### src/rtl/scaler_pkg.sv
// scaler_pkg
// Shared constants and types for the horizontal scaler step controller.
// Step values are unsigned 4.12 fixed point; PIXEL_STEP represents 1.0.
package scaler_pkg;

    localparam int FRAC_W     = 12;
    localparam int PIXEL_STEP = 1 << FRAC_W;
    localparam int STEP_W     = 16;
    localparam int DIM_W      = 13;

    // Dividend is in_w * PIXEL_STEP, i.e. in_w shifted up by FRAC_W.
    localparam int DVD_W      = DIM_W + FRAC_W;
    localparam int CNT_W      = $clog2(STEP_W + 1);

    localparam logic [STEP_W-1:0] RESET_STEP = STEP_W'(PIXEL_STEP);
    localparam logic [STEP_W-1:0] CLAMP_STEP = '1;

    typedef enum logic [1:0] {
        IDLE = 2'd0,
        DIV  = 2'd1,
        PEND = 2'd2
    } state_t;

endpackage

### src/rtl/scaler_step_div.sv
// scaler_step_div
// Sequential restoring divider producing one quotient bit per cycle, MSB
// first, with a fixed STEP_W-cycle latency from start to done.
// The caller guarantees dividend >> STEP_W is below the divisor, so the
// quotient always fits in STEP_W bits.
//
// Ports:
//   clk       clock
//   rst_n     synchronous active-low reset
//   start     load operands and begin a division (ignored while busy only
//             by the caller; a start always restarts)
//   dividend  DVD_W-bit numerator
//   divisor   DIM_W-bit denominator, non-zero
//   quotient  STEP_W-bit result, valid when done pulses and held afterwards
//   done      one-cycle pulse after the last quotient bit is formed
module scaler_step_div
    import scaler_pkg::*;
(
    input  logic              clk,
    input  logic              rst_n,
    input  logic              start,
    input  logic [DVD_W-1:0]  dividend,
    input  logic [DIM_W-1:0]  divisor,
    output logic [STEP_W-1:0] quotient,
    output logic              done
);

    logic [DIM_W:0]    rem_q;
    logic [STEP_W-1:0] shift_q;
    logic [DIM_W-1:0]  dsr_q;
    logic [CNT_W-1:0]  cnt_q;

    logic [DIM_W:0]    rem_sh;
    logic [DIM_W:0]    rem_sub;
    logic              fits;

    // The remainder stays below the divisor, so shifting in one dividend
    // bit never overflows DIM_W+1 bits.
    always_comb begin
        rem_sh  = (rem_q << 1) | (DIM_W + 1)'(shift_q[STEP_W-1]);
        fits    = rem_sh >= {1'b0, dsr_q};
        rem_sub = rem_sh - {1'b0, dsr_q};
    end

    always_ff @(posedge clk) begin
        if (!rst_n) begin
            rem_q    <= '0;
            shift_q  <= '0;
            dsr_q    <= '0;
            cnt_q    <= '0;
            quotient <= '0;
            done     <= 1'b0;
        end else begin
            done <= 1'b0;
            if (start) begin
                rem_q    <= (DIM_W + 1)'(dividend[DVD_W-1:STEP_W]);
                shift_q  <= dividend[STEP_W-1:0];
                dsr_q    <= divisor;
                cnt_q    <= CNT_W'(STEP_W);
                quotient <= '0;
            end else if (cnt_q != '0) begin
                rem_q    <= fits ? rem_sub : rem_sh;
                shift_q  <= shift_q << 1;
                quotient <= {quotient[STEP_W-2:0], fits};
                cnt_q    <= cnt_q - 1'b1;
                if (cnt_q == CNT_W'(1)) begin
                    done <= 1'b1;
                end
            end
        end
    end

endmodule

### src/rtl/scaler_step_ctrl.sv
// scaler_step_ctrl
// Configuration controller for the horizontal cubic scaler. Accepts an
// input/output line width, computes floor(in_w*PIXEL_STEP/out_w) as a 4.12
// step, and commits it to the scaler only at a frame boundary so no frame
// is scaled with mixed steps.
//
// Ports:
//   clk           clock
//   rst_n         synchronous active-low reset
//   cfg_in_w      requested input line width (pixels)
//   cfg_out_w     requested output line width (pixels)
//   cfg_valid     config request, transfers when cfg_valid && cfg_ready
//   cfg_ready     controller can accept a config
//   de_i, vs_i    scaler input data enable / frame start (monitored)
//   scale_step_h  committed step to the scaler
//   pend_o        a computed step awaits a frame boundary
//   upd_o         one-cycle pulse on the cycle after a commit edge
//   err_o         last accepted config was clamped or rejected
//
// state | meaning
// IDLE  | nothing pending, ready for a config
// DIV   | divider running, config not accepted
// PEND  | step computed, waiting for de_i && vs_i; a new config replaces it
module scaler_step_ctrl
    import scaler_pkg::*;
(
    input  logic              clk,
    input  logic              rst_n,
    input  logic [DIM_W-1:0]  cfg_in_w,
    input  logic [DIM_W-1:0]  cfg_out_w,
    input  logic              cfg_valid,
    output logic              cfg_ready,
    input  logic              de_i,
    input  logic              vs_i,
    output logic [STEP_W-1:0] scale_step_h,
    output logic              pend_o,
    output logic              upd_o,
    output logic              err_o
);

    state_t            state_q;
    state_t            state_d;

    logic              xfer;
    logic              cfg_zero;
    logic              cfg_clamp;
    logic              div_start;
    logic              commit;
    logic [STEP_W-1:0] div_quot;
    logic              div_done;
    logic [STEP_W-1:0] pend_step_q;

    assign xfer      = cfg_valid && cfg_ready;
    assign cfg_zero  = (cfg_in_w == '0) || (cfg_out_w == '0);
    // in_w >= out_w*16 means the step would reach 16.0 and not fit in 4.12.
    assign cfg_clamp = (DIM_W + 4)'(cfg_in_w) >= {cfg_out_w, 4'b0000};
    assign div_start = xfer && !cfg_zero && !cfg_clamp;
    assign commit    = (state_q == PEND) && de_i && vs_i;

    scaler_step_div u_div (
        .clk      (clk),
        .rst_n    (rst_n),
        .start    (div_start),
        .dividend ({cfg_in_w, {FRAC_W{1'b0}}}),
        .divisor  (cfg_out_w),
        .quotient (div_quot),
        .done     (div_done)
    );

    always_ff @(posedge clk) begin
        if (!rst_n) begin
            state_q <= IDLE;
        end else begin
            state_q <= state_d;
        end
    end

    // A transfer in PEND is handled exactly like one in IDLE; any commit
    // on the same edge uses the old pending step in the datapath below.
    always_comb begin
        state_d = state_q;
        case (state_q)
            IDLE, PEND: begin
                if (xfer) begin
                    if (cfg_zero) begin
                        state_d = IDLE;
                    end else if (cfg_clamp) begin
                        state_d = PEND;
                    end else begin
                        state_d = DIV;
                    end
                end else if (commit) begin
                    state_d = IDLE;
                end
            end
            DIV: begin
                if (div_done) begin
                    state_d = PEND;
                end
            end
            default: state_d = IDLE;
        endcase
    end

    always_comb begin
        cfg_ready = 1'b1;
        pend_o    = 1'b0;
        case (state_q)
            DIV:     cfg_ready = 1'b0;
            PEND:    pend_o    = 1'b1;
            default: ;
        endcase
    end

    always_ff @(posedge clk) begin
        if (!rst_n) begin
            scale_step_h <= RESET_STEP;
            pend_step_q  <= RESET_STEP;
            upd_o        <= 1'b0;
            err_o        <= 1'b0;
        end else begin
            upd_o <= commit;
            if (commit) begin
                scale_step_h <= pend_step_q;
            end
            if (xfer) begin
                err_o <= cfg_zero || cfg_clamp;
            end
            if (xfer && !cfg_zero && cfg_clamp) begin
                pend_step_q <= CLAMP_STEP;
            end else if ((state_q == DIV) && div_done) begin
                pend_step_q <= div_quot;
            end
        end
    end

endmodule
### config.mk
export PLATFORM = sky130hd
export DESIGN_NAME = scaler_step_ctrl
export DESIGN_NICKNAME = d
export VERILOG_FILES = /design/src/rtl/scaler_pkg.sv /design/src/rtl/scaler_step_div.sv /design/src/rtl/scaler_step_ctrl.sv
export SDC_FILE = /design/constraint.sdc
export NUM_CORES = 1
export LEC_CHECK = 0
export ABC_AREA = 0
export CAP_MARGIN = 20
export CORE_MARGIN = 5
export CORE_UTILIZATION = 40
export CTS_CLUSTER_SIZE = 24
export DETAILED_ROUTE_END_ITERATION = 10
export DONT_BUFFER_PORTS = 1
export HOLD_SLACK_MARGIN = 0.05
export PLACE_DENSITY = 0.63
export RECOVER_POWER = 25
export SYNTH_ARGS = -nofsm -noshare
export SYNTH_HDL_FRONTEND = slang
export SYNTH_SLANG_ARGS = --single-unit
### constraint.sdc
create_clock -name clk -period 2.4 [get_ports clk]
set_input_delay 0.12 -clock clk [delete_from_list [all_inputs] [get_ports clk]]
set_output_delay 0.12 -clock clk [all_outputs]
set_load 0.03 [all_outputs]
Word level (Yosys, flattened, before mapping). Index checks and enable logic that the tools add are counted.

Logic and storage cells: 66. Output and inout port bits: 20. Bits of input ports: 31. Register bits: 88.

Eq/ne operators: 5. Bitwise gates (word level): 3. Multiplexer cells: 18. Add/subtract/negate cells: 2. Magnitude comparators: 2. Reductions and logical operators: 22.

Operator list (number): $mux W16 (4); $logic_not A13 Y1 (2); $mux W9 (2); $ge A13 B17 Y1 (1); $ge A14 B13 Y1 (1); $or A14 B1 Y14 (1); $mux W13 (1); $sub A13 B13 Y13 (1); $mux W2 (5); $mux W5 (2); $logic_and A1 B1 Y1 (7); $reduce_or A2 Y1 (3); $eq A5 B1 Y1 const B (1); $reduce_bool A5 Y1 (1); $sub A5 B1 Y5 const B (1); $pmux W2 S2 (1); $reduce_bool A2 Y1 (2); $mux W1 (3); $ne A3 B3 Y1 const B (1); $reduce_or A3 Y1 (1); $eq A2 B1 Y1 const B (1); $eq A2 B2 Y1 const B (1); $logic_not A1 Y1 (2); $logic_not A2 Y1 (1); 4 further kinds (6).

Longest topological paths before layout.
Depth after elaboration: 6. Gate-level depth with buffers: 10.

Hierarchy. Synthesis repeated with hierarchy kept, for this count alone.

Cell total of the unflattened synthesis: 556. Area, all modules: 4887.2 sq um.

By module, submodules not included: scaler_step_div (sequential area each 1281.2 sq um, times used 1, cells an instance 367, area an instance 3234.4 sq um); scaler_step_ctrl (sequential area each 720.7 sq um, times used 1, cells an instance 189, area an instance 1652.8 sq um).

Worst setup path before layout. OpenSTA, ideal clock, no wires.

Path kind: reg-to-reg. Start: register u_div.shift_q[15]. End: register u_div.rem_q[5]. Setup slack: -41 ps. Cell stages (with the launch flop): 11. Path buffers: 1. Arrival time: 2318 ps. Period minus slack after synthesis: 2441 ps. Library setup time: 123 ps. Cell sequence: dfxtp_1 -> inv_1 -> ha_1 -> fa_1 -> nand2b_1 -> a211o_1 -> a211oi_1 -> nor2_1 -> buf_4 -> o31ai_1 -> o22ai_1.

Longest elaborated chain between the ends: 5.

Ends and longest elaborated chain: start: declaration (RTL line scaler_step_div.sv:29) `logic [STEP_W-1:0] shift_q;`; start signal: assignment (RTL line scaler_step_div.sv:57) `shift_q <= dividend[STEP_W-1:0];`; start signal: assignment (RTL line scaler_step_div.sv:63) `shift_q <= shift_q << 1;`; $or A14 B1 Y14 (*) (RTL line scaler_step_div.sv:40) `rem_sh = (rem_q << 1) | (DIM_W + 1)'(shift_q[STEP_W-1]);`; $sub A13 B13 Y13 / $ge A14 B13 Y1 (equally long branches) (RTL line scaler_step_div.sv:42, scaler_step_div.sv:41); $mux W13 (*) (RTL line scaler_step_div.sv:62) `rem_q <= fits ? rem_sub : rem_sh;`; $mux W9 (*) (RTL line scaler_step_div.sv:61) `end else if (cnt_q != '0) begin`; $mux W9 (*) (RTL line scaler_step_div.sv:55) `if (start) begin`; end signal: assignment (RTL line scaler_step_div.sv:56) `rem_q <= (DIM_W + 1)'(dividend[DVD_W-1:STEP_W]);`; end signal: assignment (RTL line scaler_step_div.sv:62); end: declaration (RTL line scaler_step_div.sv:28) `logic [DIM_W:0] rem_q;`.

Every way passes the cells marked *; elsewhere a longest branch is shown, timed or not. The select of a mux whose other input is x is not followed. A chain may end at the register's enable or synchronous reset.

Worst setup path after layout.
Start: register u_div.shift_q[15]. End: register u_div.rem_q[0].

Same word-level chain as after synthesis.

==> key figures <==
Timing
  – Setup Total Neg Slack: -1.31 ps
  – Fmax: 0.416 GHz
  – WHS: 61.1 ps
  – Minimum clock period: 2400 ps
  – Worst slew pin tran: 618 ps
  – Setup ws final: -1.31 ps
  – Slew Limit Fails: 0
  – Fin. Hold Viols: 0
  – # setup viols final: 1
  – Headroom to the max-slew limit: 58.7%
  – RSZ-0062 raised after global routing: true
  – Clk_skew: 7.09 ps
  – Fin crit share: 100%

Power
  – Internal power: 4.50 mW
  – Maximum VDD drop: 0.862 mV
  – Cell Pwr Density: 1330 mW/mm^2
  – Clock power frac: 18.6%
  – Final Power: 7.84 mW
  – Switching fraction of total power: 42.6%
  – Switch Pwr: 3.34 mW
  – Combinational Power Share: 58.3%
  – Static Leak: 2.18 nW
  – Reg power frac: 23.1%

Routing
  – DR DRC count: 0
  – Routed Antenna Nets: 0
  – Vias per cell: 5.89
  – Total Routed Length: 13900 um
  – Total vias in the final route: 4679
  – Initial drt markers: 394
  – Pre-Repair DR Iteration Count: 5
  – Wire per inst: 17.5 um

Setup path
  – CP Data Required Time: 2670 ps
  – Worst Setup End Kind: register
  – Crit path max fanout: 5
  – Reg2reg path depth: 9
  – Reg2Reg Setup Slack: -1 ps
  – Worst EP arrival: 2670 ps
  – Critical Path Start Type: register
  – RR Startpoint: u_div.shift_q[15]$_SDFFE_PN0P_
  – Worst Setup Path Type: register to register
  – Reg-to-Reg End: u_div.rem_q[0]$_SDFFE_PN0P_

Logic synthesis
  – Post-synth EDFFs: 0
  – Seq/Total Area, Yosys: 37.3%
  – Syn avg cell area: 8.01 um^2
  – Synth Warn #: 0
  – #FFs+latches synth: 88
  – Synth area leader: dfxtp_1
  – Synth top area share: 37.3%
  – Mapped cell area: 0.00472 mm^2
  – Mapped Cells: 589
  – Largest cells by area after synthesis: dfxtp_1, nand2_1, ha_1, a21oi_1, a31oi_1
  – Yosys cell types: 73
  – Synth top cells by count: nand2_1, dfxtp_1, a21oi_1, inv_1, ha_1
  – Post-synth ARST share: 0%
  – Post-Syn Nets: 646
  – Leading cell type by number of instances after synthesis: nand2_1
  – Primary FF master, synth: dfxtp_1

Cells and area
  – FF/Latch Area: 0.00176 mm^2
  – Cell area after layout: 0.00588 mm^2
  – # diodes: 0
  – Post-layout net count: 704
  – Area occupied by multi-input gates: 0.00280 mm^2
  – Ratio of cells with drive above 1 in the final layout: 17.9%
  – Finished Layout Cells: 795
  – Filler Cell Count: 1057
  – Layout area overhead: 24.5%
  – Final core occ: 51.1%

Clock network
  – Root buf cell: clkbuf_16
  – CTS buffer count: 9
  – CTS tree: done
  – Clk sink count: 88
  – Clk pin slew, worst setup/hold paths: 70 ps
  – Longest Clk Path Bufs: 2
  – H-tree levels: 3
  – Worst skew pair latency: 340 ps

Placed design
  – PortBufs: 0
  – Placed inst area: 0.00501 mm^2
  – Routability Congestion: 0.945
  – DP Wirelength: 9410 um
  – Placed instance count: 738
  – Pre-CTS setup slack: -148 ps

GRT
  – Global-route wire length before repair: 22800 um
  – Global route overflow: 0
  – Initial antenna violation count: 0
  – Total GRT Usage: 19.6%
  – Number of global-route vias before repair: 4589
  – Largest net degree at the start of global routing: 51

Status
  – Outcome: finished with violations
  – Failing checks: negative setup slack

Min path
  – Worst Hold Launch: cfg_valid
  – Min-Delay Endpoint: state_q[1]$_SDFFE_PN0P_
  – Min-Delay Path Class: input pin to register
  – WHS Path Cells: 4

Floorplan
  – Full die area: 0.0141 mm^2
  – Row cnt: 39
  – DIE HEIGHT: 119 um
  – Starting density of the core: 41.0%
  – Area of the core: 0.0115 mm^2
  – I/O pins: 51
  – Width of the die: 119 um

Run
  – Maximum capacitance violations: 0
## registers in the layout (all words and copies together), names as in the netlist
name and flops:
u_div.done 1, u_div.rem_q 13, u_div.dsr_q 13, state_q 2
u_div.quotient 16, u_div.shift_q 4, scale_step_h 16, u_div.cnt_q 5
upd_o 1, err_o 1, pend_step_q 16
## power by group through the flow
stage,sequential (mW),clock [mW],combinational [mW]
after floorplan,1.77,0,2.77
after global routing,1.83,1.54,4.94
after global placement,1.81,0,3.71
after CTS,1.79,1.48,4.09
final,1.81,1.46,4.57
after detailed placement,1.82,0,3.78
## logic make-up (layout without fill, tap and decap cells)
| family | after synthesis | count (layout) | share of synthesized area (%) |
|---|---|---|---|
| DFF | 88 | 88 | 37.3 |
| muxes | 2 | 2 | 0.451 |
| buffers and inverters | 65 | 127 | 7.29 |
| AOI/OAI and AO/OA | 175 | 175 | 24.1 |
| xor gates and xnor gates | 8 | 8 | 1.48 |
| and+or+nand+nor | 225 | 226 | 22.3 |
| adders and majority gates | 26 | 26 | 7.05 |
## worst max-delay path: stages (launching register included)
cell and delay [ps]:
dfxtp_2 330, inv_2 50, ha_4 150, fa_2 350
nand2b_4 160, a211o_4 350, a211oi_4 330, nor2_4 90
or3_4 340, a41oi_2 170
## final cells by class
class / instances / share of cell area, %
multi-input cells: 437 / 47.6
flip-flops and latches: 88 / 30.0
repair buffers: 83 / 12.2
clock buffers: 10 / 4.06
well taps: 143 / 3.04
inverters: 28 / 1.79
clock inverters: 6 / 1.26
## worst max-delay path by stage
stage / start / to
4_1_cts: u_div.shift_q[15]$_SDFFE_PN0P_ / u_div.rem_q[0]$_SDFFE_PN0P_
5_1_grt: u_div.shift_q[15]$_SDFFE_PN0P_ / u_div.rem_q[1]$_SDFFE_PN0P_
3_3_place_gp: u_div.shift_q[15]$_SDFFE_PN0P_ / u_div.rem_q[0]$_SDFFE_PN0P_
2_1_floorplan: u_div.shift_q[15]$_SDFFE_PN0P_ / u_div.rem_q[5]$_SDFFE_PN0P_
3_5_place_dp: u_div.shift_q[15]$_SDFFE_PN0P_ / u_div.rem_q[1]$_SDFFE_PN0P_
6_report: u_div.shift_q[15]$_SDFFE_PN0P_ / u_div.rem_q[0]$_SDFFE_PN0P_
## layer usage
layer / global-route usage (%) / share of wire (%) / up-vias
met2: 33.7 / 50 / 148
li1: - / - / 2227
met5: 0 / 0 / -
met1: 24.7 / 43 / 2272
met4: 7.39 / 2.3 / 0
met3: 3.34 / 4.6 / 32
## placed cells by master, fill, tap and decap left out, types with 3 or more instances in the layout
| master | n |
|---|---|
| inv_1 | 27 |
| dlygate4sd3_1 | 31 |
| a21o_1 | 8 |
| a211oi_1 | 3 |
| ha_1 | 19 |
| nand3b_1 | 3 |
| clkbuf_16 | 9 |
| a21oi_1 | 61 |
| nor4_1 | 6 |
| ha_4 | 4 |
| a31oi_1 | 21 |
| a211oi_2 | 3 |
| xnor2_1 | 6 |
| nand3_1 | 20 |
| clkinv_4 | 3 |
| nand2_1 | 119 |
| o32ai_1 | 4 |
| o21ai_0 | 22 |
| buf_4 | 50 |
| o211ai_1 | 6 |
| a311oi_1 | 3 |
| nor3_1 | 16 |
| o2111ai_1 | 3 |
| o31ai_1 | 3 |
| nand4_1 | 11 |
| o21a_1 | 5 |
| dfxtp_1 | 86 |
| nor2_1 | 23 |
## repair_timing
action | 4_1_cts | 5_1_grt
resized for setup | 12 | 22
gates cloned | 1 | 0
setup buffers | 4 | 6
hold buffers | 31 | 0
endpoints found under the setup margin | 13 | 15
pin swaps | 10 | 14
hold endpoints to repair | 27 | 0
No activity file was read; power rests on OpenSTA's default activity.
